### config.mk
export PLATFORM = sky130hd
export DESIGN_NAME = wi_weight_loader
export DESIGN_NICKNAME = d
export VERILOG_FILES = /design/src/rtl/wi_pkg.sv /design/src/rtl/wi_ram.sv /design/src/rtl/wi_weight_loader.sv
export SDC_FILE = /design/constraint.sdc
export NUM_CORES = 2
export LEC_CHECK = 0
export ABC_AREA = 1
export CAP_MARGIN = 25
export CORE_UTILIZATION = 50
export DETAILED_ROUTE_END_ITERATION = 12
export PLACE_DENSITY_LB_ADDON = 0.2
export SLEW_MARGIN = 25
export SYNTH_ARGS = -nofsm -noshare
export SYNTH_HDL_FRONTEND = slang
export SYNTH_HIERARCHICAL = 1
export SYNTH_SLANG_ARGS = --single-unit
### constraint.sdc
create_clock -name CS -period 2.8 [get_ports CS]
set_input_delay 0.56 -clock CS [delete_from_list [all_inputs] [get_ports CS]]
set_output_delay 0.56 -clock CS [all_outputs]
set_load 0.01 [all_outputs]
### src/rtl/wi_pkg.sv
// Shared definitions for the weight loader: loader FSM states and
// default widths / frame start byte.
package wi_pkg;

    localparam int         WI_AW   = 8;
    localparam int         WI_DW   = 8;
    localparam logic [7:0] WI_SYNC = 8'hA5;

    typedef enum logic [2:0] {
        ST_IDLE  = 3'd0,
        ST_HADDR = 3'd1,
        ST_HLEN  = 3'd2,
        ST_LOAD  = 3'd3,
        ST_DONE  = 3'd4
    } wi_ld_state_t;

endpackage

### src/rtl/wi_ram.sv
// Simple dual-port synchronous RAM: one write port, one registered read port.
// Ports: clk, rst (clears only the read register), we/waddr/wdata (write),
//        re/raddr (read strobe/address), rdata (registered read data).
module wi_ram #(
    parameter int AW = 8,
    parameter int DW = 8
) (
    input  logic          clk,
    input  logic          rst,
    input  logic          we,
    input  logic [AW-1:0] waddr,
    input  logic [DW-1:0] wdata,
    input  logic          re,
    input  logic [AW-1:0] raddr,
    output logic [DW-1:0] rdata
);

    logic [DW-1:0] mem [2**AW];

    // Array has no reset so trained weights survive a loader reset.
    always_ff @(posedge clk) begin
        if (we) begin
            mem[waddr] <= wdata;
        end
    end

    // Non-blocking read of the array gives read-first on a same-address
    // collision: the old word is captured before the write lands.
    always_ff @(posedge clk or posedge rst) begin
        if (rst) begin
            rdata <= '0;
        end else if (re) begin
            rdata <= mem[raddr];
        end
    end

endmodule

### src/rtl/wi_weight_loader.sv
// Framed byte-stream loader into a 256x8 weight store, plus neuron read port.
// Ports: CS clock, rst async high; in_valid/in_data/in_ready byte stream;
//        rd_en/add/Wip read port; busy, done (pulse), err (sticky junk flag).
import wi_pkg::*;

module wi_weight_loader #(
    parameter int            AW   = WI_AW,
    parameter int            DW   = WI_DW,
    parameter logic [DW-1:0] SYNC = WI_SYNC
) (
    input  logic          CS,
    input  logic          rst,
    input  logic          in_valid,
    input  logic [DW-1:0] in_data,
    output logic          in_ready,
    input  logic          rd_en,
    input  logic [AW-1:0] add,
    output logic [DW-1:0] Wip,
    output logic          busy,
    output logic          done,
    output logic          err
);

    wi_ld_state_t  state;
    wi_ld_state_t  state_nxt;
    logic [AW-1:0] base;
    logic [AW-1:0] ptr;
    logic [AW-1:0] cnt;
    logic          fire;
    logic          we;
    logic          is_sync;

    // Ready is combinational on rst so no byte is taken while held in reset.
    assign in_ready = ~rst & (state != ST_DONE);
    assign fire     = in_valid & in_ready;
    assign is_sync  = (in_data == SYNC);
    assign we       = fire & (state == ST_LOAD);
    assign busy     = (state != ST_IDLE);
    assign done     = (state == ST_DONE);

    always_ff @(posedge CS or posedge rst) begin
        if (rst) begin
            state <= ST_IDLE;
        end else begin
            state <= state_nxt;
        end
    end

    always_comb begin
        state_nxt = state;
        unique case (state)
            ST_IDLE: begin
                if (fire && is_sync) begin
                    state_nxt = ST_HADDR;
                end
            end
            ST_HADDR: begin
                if (fire) begin
                    state_nxt = ST_HLEN;
                end
            end
            ST_HLEN: begin
                if (fire) begin
                    state_nxt = ST_LOAD;
                end
            end
            ST_LOAD: begin
                if (fire && (cnt == '0)) begin
                    state_nxt = ST_DONE;
                end
            end
            ST_DONE: begin
                state_nxt = ST_IDLE;
            end
            default: begin
                state_nxt = ST_IDLE;
            end
        endcase
    end

    always_ff @(posedge CS or posedge rst) begin
        if (rst) begin
            base <= '0;
            ptr  <= '0;
            cnt  <= '0;
        end else if (fire) begin
            if (state == ST_HADDR) begin
                base <= in_data[AW-1:0];
            end
            if (state == ST_HLEN) begin
                cnt <= in_data[AW-1:0];
                ptr <= base;
            end
            if (state == ST_LOAD) begin
                // Natural AW-bit overflow gives the 255 -> 0 wrap.
                ptr <= ptr + 1'b1;
                if (cnt != '0) begin
                    cnt <= cnt - 1'b1;
                end
            end
        end
    end

    // Junk in IDLE sets err; the next accepted SYNC clears it.
    always_ff @(posedge CS or posedge rst) begin
        if (rst) begin
            err <= 1'b0;
        end else if (fire && (state == ST_IDLE)) begin
            err <= ~is_sync;
        end
    end

    wi_ram #(
        .AW(AW),
        .DW(DW)
    ) u_ram (
        .clk  (CS),
        .rst  (rst),
        .we   (we),
        .waddr(ptr),
        .wdata(in_data),
        .re   (rd_en),
        .raddr(add),
        .rdata(Wip)
    );

endmodule

# Word level (Yosys, flattened, before mapping)
# Memories as Yosys holds them, arrays and structs flattened. A register that Yosys moved wholly into a read port is not among the register bits.
# Index checks and enable logic that the tools add are counted.
# totals
regBits	28
mem_bits_rw	2048
wordCells	46
memories	1
# memory_table
memory	words	word_bits	rd	rd_clocked_by_memory_dff	write_ports	line	source
u_ram.mem	256	8	1	1	1	wi_ram.sv:18	logic [DW-1:0] mem [2**AW];
# op_classes
addsub	2
n_eq_ne	10
mux	12
bitwise_logic	5
reduce_logical	11
# ops
operator	count
$mux 8	5
$mux 3	4
$pmux 3 s4	1
$add 8x1->8 const B	1
$eq 8x8->1 const B	1
$logic_not 8->1	1
$ne 2x2->1 const B	4
$reduce_bool 8->1	1
$sub 8x1->8 const B	1
$eq 3x2->1 const B	2
$reduce_and 2->1	2
$reduce_and 4->1	1
$and 1x1->1	3
$eq 3x1->1 const B	1
$eq 3x3->1 const B	1
$logic_and 1x1->1	3
$logic_not 3->1	1
$ne 3x3->1 const B	1
$reduce_bool 3->1	1
$mux 1	2
$not 1->1	2
$reduce_bool 2->1	1

# Longest topological paths before layout
# depth
ltp_word	6
mapped_depth	15

# Cells and area by module
# Netlist, hierarchy kept.
# by_module_without_submodules
module	instances	cells_each	area_per_inst_um2
wi_ram	1	7006	83431.3
wi_weight_loader	1	258	1788.0

# Worst setup path after synthesis
# Ideal clock, no wire load.
# synth_timing
kind	input-to-reg
start	input rst
end	memory u_ram.mem[162][0], enable pin
setup_ns	0.370
arrival_ns	2.949
slack_ns	-0.519
cell_stages	10
path_buffers	3
path_cell_list	inv_1 > nand2_4 > nor2_8 > inv_1 > buf_2 > nor2_1 > clkbuf_1 > nand3_1 > clkbuf_1 > nor2_1
# synth_between
elab_chain_cells	6
# synth_rtl
item	line	source
start, declared	wi_weight_loader.sv:12	input logic rst,
$not 1->1	wi_weight_loader.sv:34	assign in_ready = ~rst & (state != ST_DONE);
$and 1x1->1	wi_weight_loader.sv:34	
$and 1x1->1	wi_weight_loader.sv:35	assign fire = in_valid & in_ready;
$and 1x1->1	wi_weight_loader.sv:37	assign we = fire & (state == ST_LOAD);
net we	wi_weight_loader.sv:30	logic we;
$mux 1	wi_ram.sv:22	if (we) begin
$mux 1 (implied by the code)	wi_ram.sv:23	mem[waddr] <= wdata;
end, declared	wi_ram.sv:18	
# The timed path passes the listed nets, and every way through them passes these cells.

# Worst setup path after layout
# layout_timing
start	register state[0]
end	output in_ready
# layout_between
elab_chain_cells	2
# layout_rtl
item	line	source
start, declared	wi_weight_loader.sv:24	wi_ld_state_t state;
start signal, assigned	wi_weight_loader.sv:45	state <= state_nxt;
$ne 3x3->1	wi_weight_loader.sv:34	
$and 1x1->1	wi_weight_loader.sv:34	
end, declared	wi_weight_loader.sv:15	output logic in_ready,
# No other way between the ends.

==> impl_results.md <==
* FF-to-FF setup slack at 360 ps
* Final ANT Viol Nets at 0
* Top FF cell, synth: edfxtp_1
* Unique masters post-synth at 30
* Number of synthesized flops with an enable pin at 2048
* Die area at between 0.15 and 0.2 mm²
* Seq cells post-synth at 2084
* Hold depth at 1
* Critical path class: flip-flop to primary output
* First-pass GRT wire length at ~350000 µm
* I/O pins at 32
* CTS clk-pin slew, worst paths at 60 ps
* Peak supply drop at slightly below 700 µV
* Count leader, synth: nand2_1
* Skew-Pair Late Insertion Delay at a little under 900 ps
* Biggest area consumer among synthesized cells: edfxtp_1
* Area of the multi-input gates at 0.0203 mm²
* DRC at 0
* Pre-antenna DRT Iters at 6
* Placement Setup Slack at -201 ps
* Setup Viol. Count Final at 0
* GRT Util Overall at 0.276
* Via count at 57600
* Hold crit path type: input pin to flip-flop
* Top cells by count, synth: nand2_1 (2197), nand3_1 (2060), edfxtp_1 (2048)
* # hold bufs at CTS at 0
* Post-synth ARST share at 0.0173
* Worst path required time at around 2200 ps
* Vias per cell at about 5.8
* Worst Path Max Fanout at 6
* Area Growth Syn to Fin at 15.1%
* Antenna cells at 0
* Initial antenna violation count at 5
* GP Congestion at 0.928
* Chip height at 415 µm
* Drt initial violations at 7291
* Fillers at 13600
* Total Power at 67.9 mW
* Post-DP HPWL at 149000 µm
* CTS tree: done
* WL final at roughly 240000 µm
* Post-synth top area share at 0.722
* Max Buffers Root-to-Sink at 3
* # nets final at between 7000 and 8000
* Maximum clock rate at between 0.3 and 0.4 GHz
* Synth Area per Inst at 11.7 µm²
* R2R cell count at 10
* YS warnings at 6
* Tmin final at 2720 ps
* Clock sink count at 2084
* Ranking of synthesized cells by area: edfxtp_1 (72%), nand3_1 (12%), nand2_1 (9.7%)
* Leakage power at roughly 35 nW
* Syn Std Cell Area at 0.0852 mm²
* FP Rows at around 150
* Hold_ws at 53.5 ps
* Largest net degree at the start of global routing at 102
* Status: completed
* Synth Instances at 7264
* CP startpoint kind: flip-flop
* Worst Tran Pin Value at 835 ps
* Initial core utilization at 0.503
* Syn nets at 7287
* DIE WIDTH at 415 µm
* H-tree levels at 4
* PwrDens at slightly below 700 mW/mm²
* CTS Root Cell: clkbuf_16
* Routed len/inst at 24.2 µm
* Skew final at 31.9 ps
* Overflow after GRT at 0
* Total negative slack at 0 ps
* IO Port Bufs at 31
* Maxcap violations at 0
* Sequential fraction of the synthesis area at 0.732
* Final worst setup slack at a little over 80 ps
* Fin. max-slew vios at 0
* Vias in the first global route at 55500
* Num CTS Buffers at 204
* Slew Limit Headroom at 0.441
* Core area at 0.169 mm²
* FF/Latch Area at 0.0624 mm²
* WP data arrival at roughly 2200 ps
* Final period util at 0.971
* Worst setup EP type: primary output
* Unrepaired setup endpoints after global routing: no
* Final hold violation count at 0
* Layout cells sized above 1 at 0.112
[state kept, by name (all words and copies together) (netlist names)]
name	cells
u_ram/mem	2048
base	8
cnt	8
ptr	8
u_ram/rdata	8
state	3
err	1
[final timing paths]
path,from,to
worst max-delay path,state[0]$_DFFE_PP0P_,in_ready
worst min-delay path,in_data[6],u_ram/mem[142][6]$_DFFE_PP_
worst max register to register,state[1]$_DFFE_PP0P_,u_ram/mem[194][0]$_DFFE_PP_
worst min register to register,base[7]$_DFFE_PP0P_,base[7]$_DFFE_PP0P_
max in group asynchronous,rst,state[1]$_DFFE_PP0P_
min in group asynchronous,rst,ptr[7]$_DFFE_PP0P_
[worst max-delay path: stages (launching register included)]
cell and delay, ps:
dfrtp_2 440, nor2_1 140, nand2_2 100, nand2_4 100, inv_1 60, clkdlybuf4s50_1 480
[final cells by class]
type                    instances  area share
clock buffers                 248      0.0548
inverters                      69     0.00302
multi-input cells            4620       0.207
clock inverters               128      0.0122
well taps                    2218      0.0283
flip-flops and latches       2084       0.636
repair buffers                538      0.0578
[cells in the final DEF (no fill, tap or decap), types with 5 or more instances in the layout]
| master | synthesis | layout |
|---|---|---|
| dfrtp_1 | 36 | 34 |
| inv_6 | 0 | 5 |
| nand2_1 | 2197 | 2195 |
| buf_12 | 0 | 120 |
| o21ai_1 | 14 | 14 |
| buf_8 | 1 | 11 |
| inv_1 | 65 | 62 |
| clkinv_2 | 0 | 44 |
| clkbuf_1 | 125 | 39 |
| clkbuf_16 | 0 | 209 |
| nor2_1 | 307 | 277 |
| clkinv_1 | 0 | 48 |
| clkinvlp_4 | 0 | 5 |
| clkdlybuf4s50_1 | 0 | 17 |
| nand3_1 | 2060 | 2060 |
| nor2_4 | 1 | 31 |
| edfxtp_1 | 2048 | 2048 |
| bufinv_16 | 0 | 19 |
| o21ai_0 | 14 | 14 |
| buf_4 | 39 | 389 |
[through the flow]
step / utilization / cell area, µm² / instances
2_1_floorplan: - / 85500 / 7264
3_3_place_gp: 0.540 / 91500 / 9527
3_5_place_dp: 0.540 / 91500 / 9527
4_1_cts: 0.579 / 98000 / 9905
5_1_grt: 0.579 / 98000 / 9905
6_report: 0.579 / 98000 / 9905
[logic make-up after synthesis]
logic type      synth area share
fa+ha+maj               0.000441
xor+xnor                0.000411
compound gates           0.00201
buf+inv                   0.0320
simple gates               0.233
flops                      0.732
[layer usage]
metal  global-route usage  wire [µm]  share of wire
met3               0.0478      22100          0.092
met1                0.380      95500           0.40
met2                0.439     112000           0.47
met4                0.109       9470          0.040
met5                    0         27        0.00011
[where the power goes]
group	internal, mW	switching [mW]
clock	15.4	11.6
sequential	34.5	0.291
combinational	1.65	4.50
total	51.5	16.4
[timing repair]
| action | in CTS | in global routing |
|---|---|---|
| setup buffers | 2 | 0 |
| setup endpoints to repair | 1 | 2 |
| resized for setup | 1 | 2 |
Note: power is estimated with default switching activity, not from simulation.
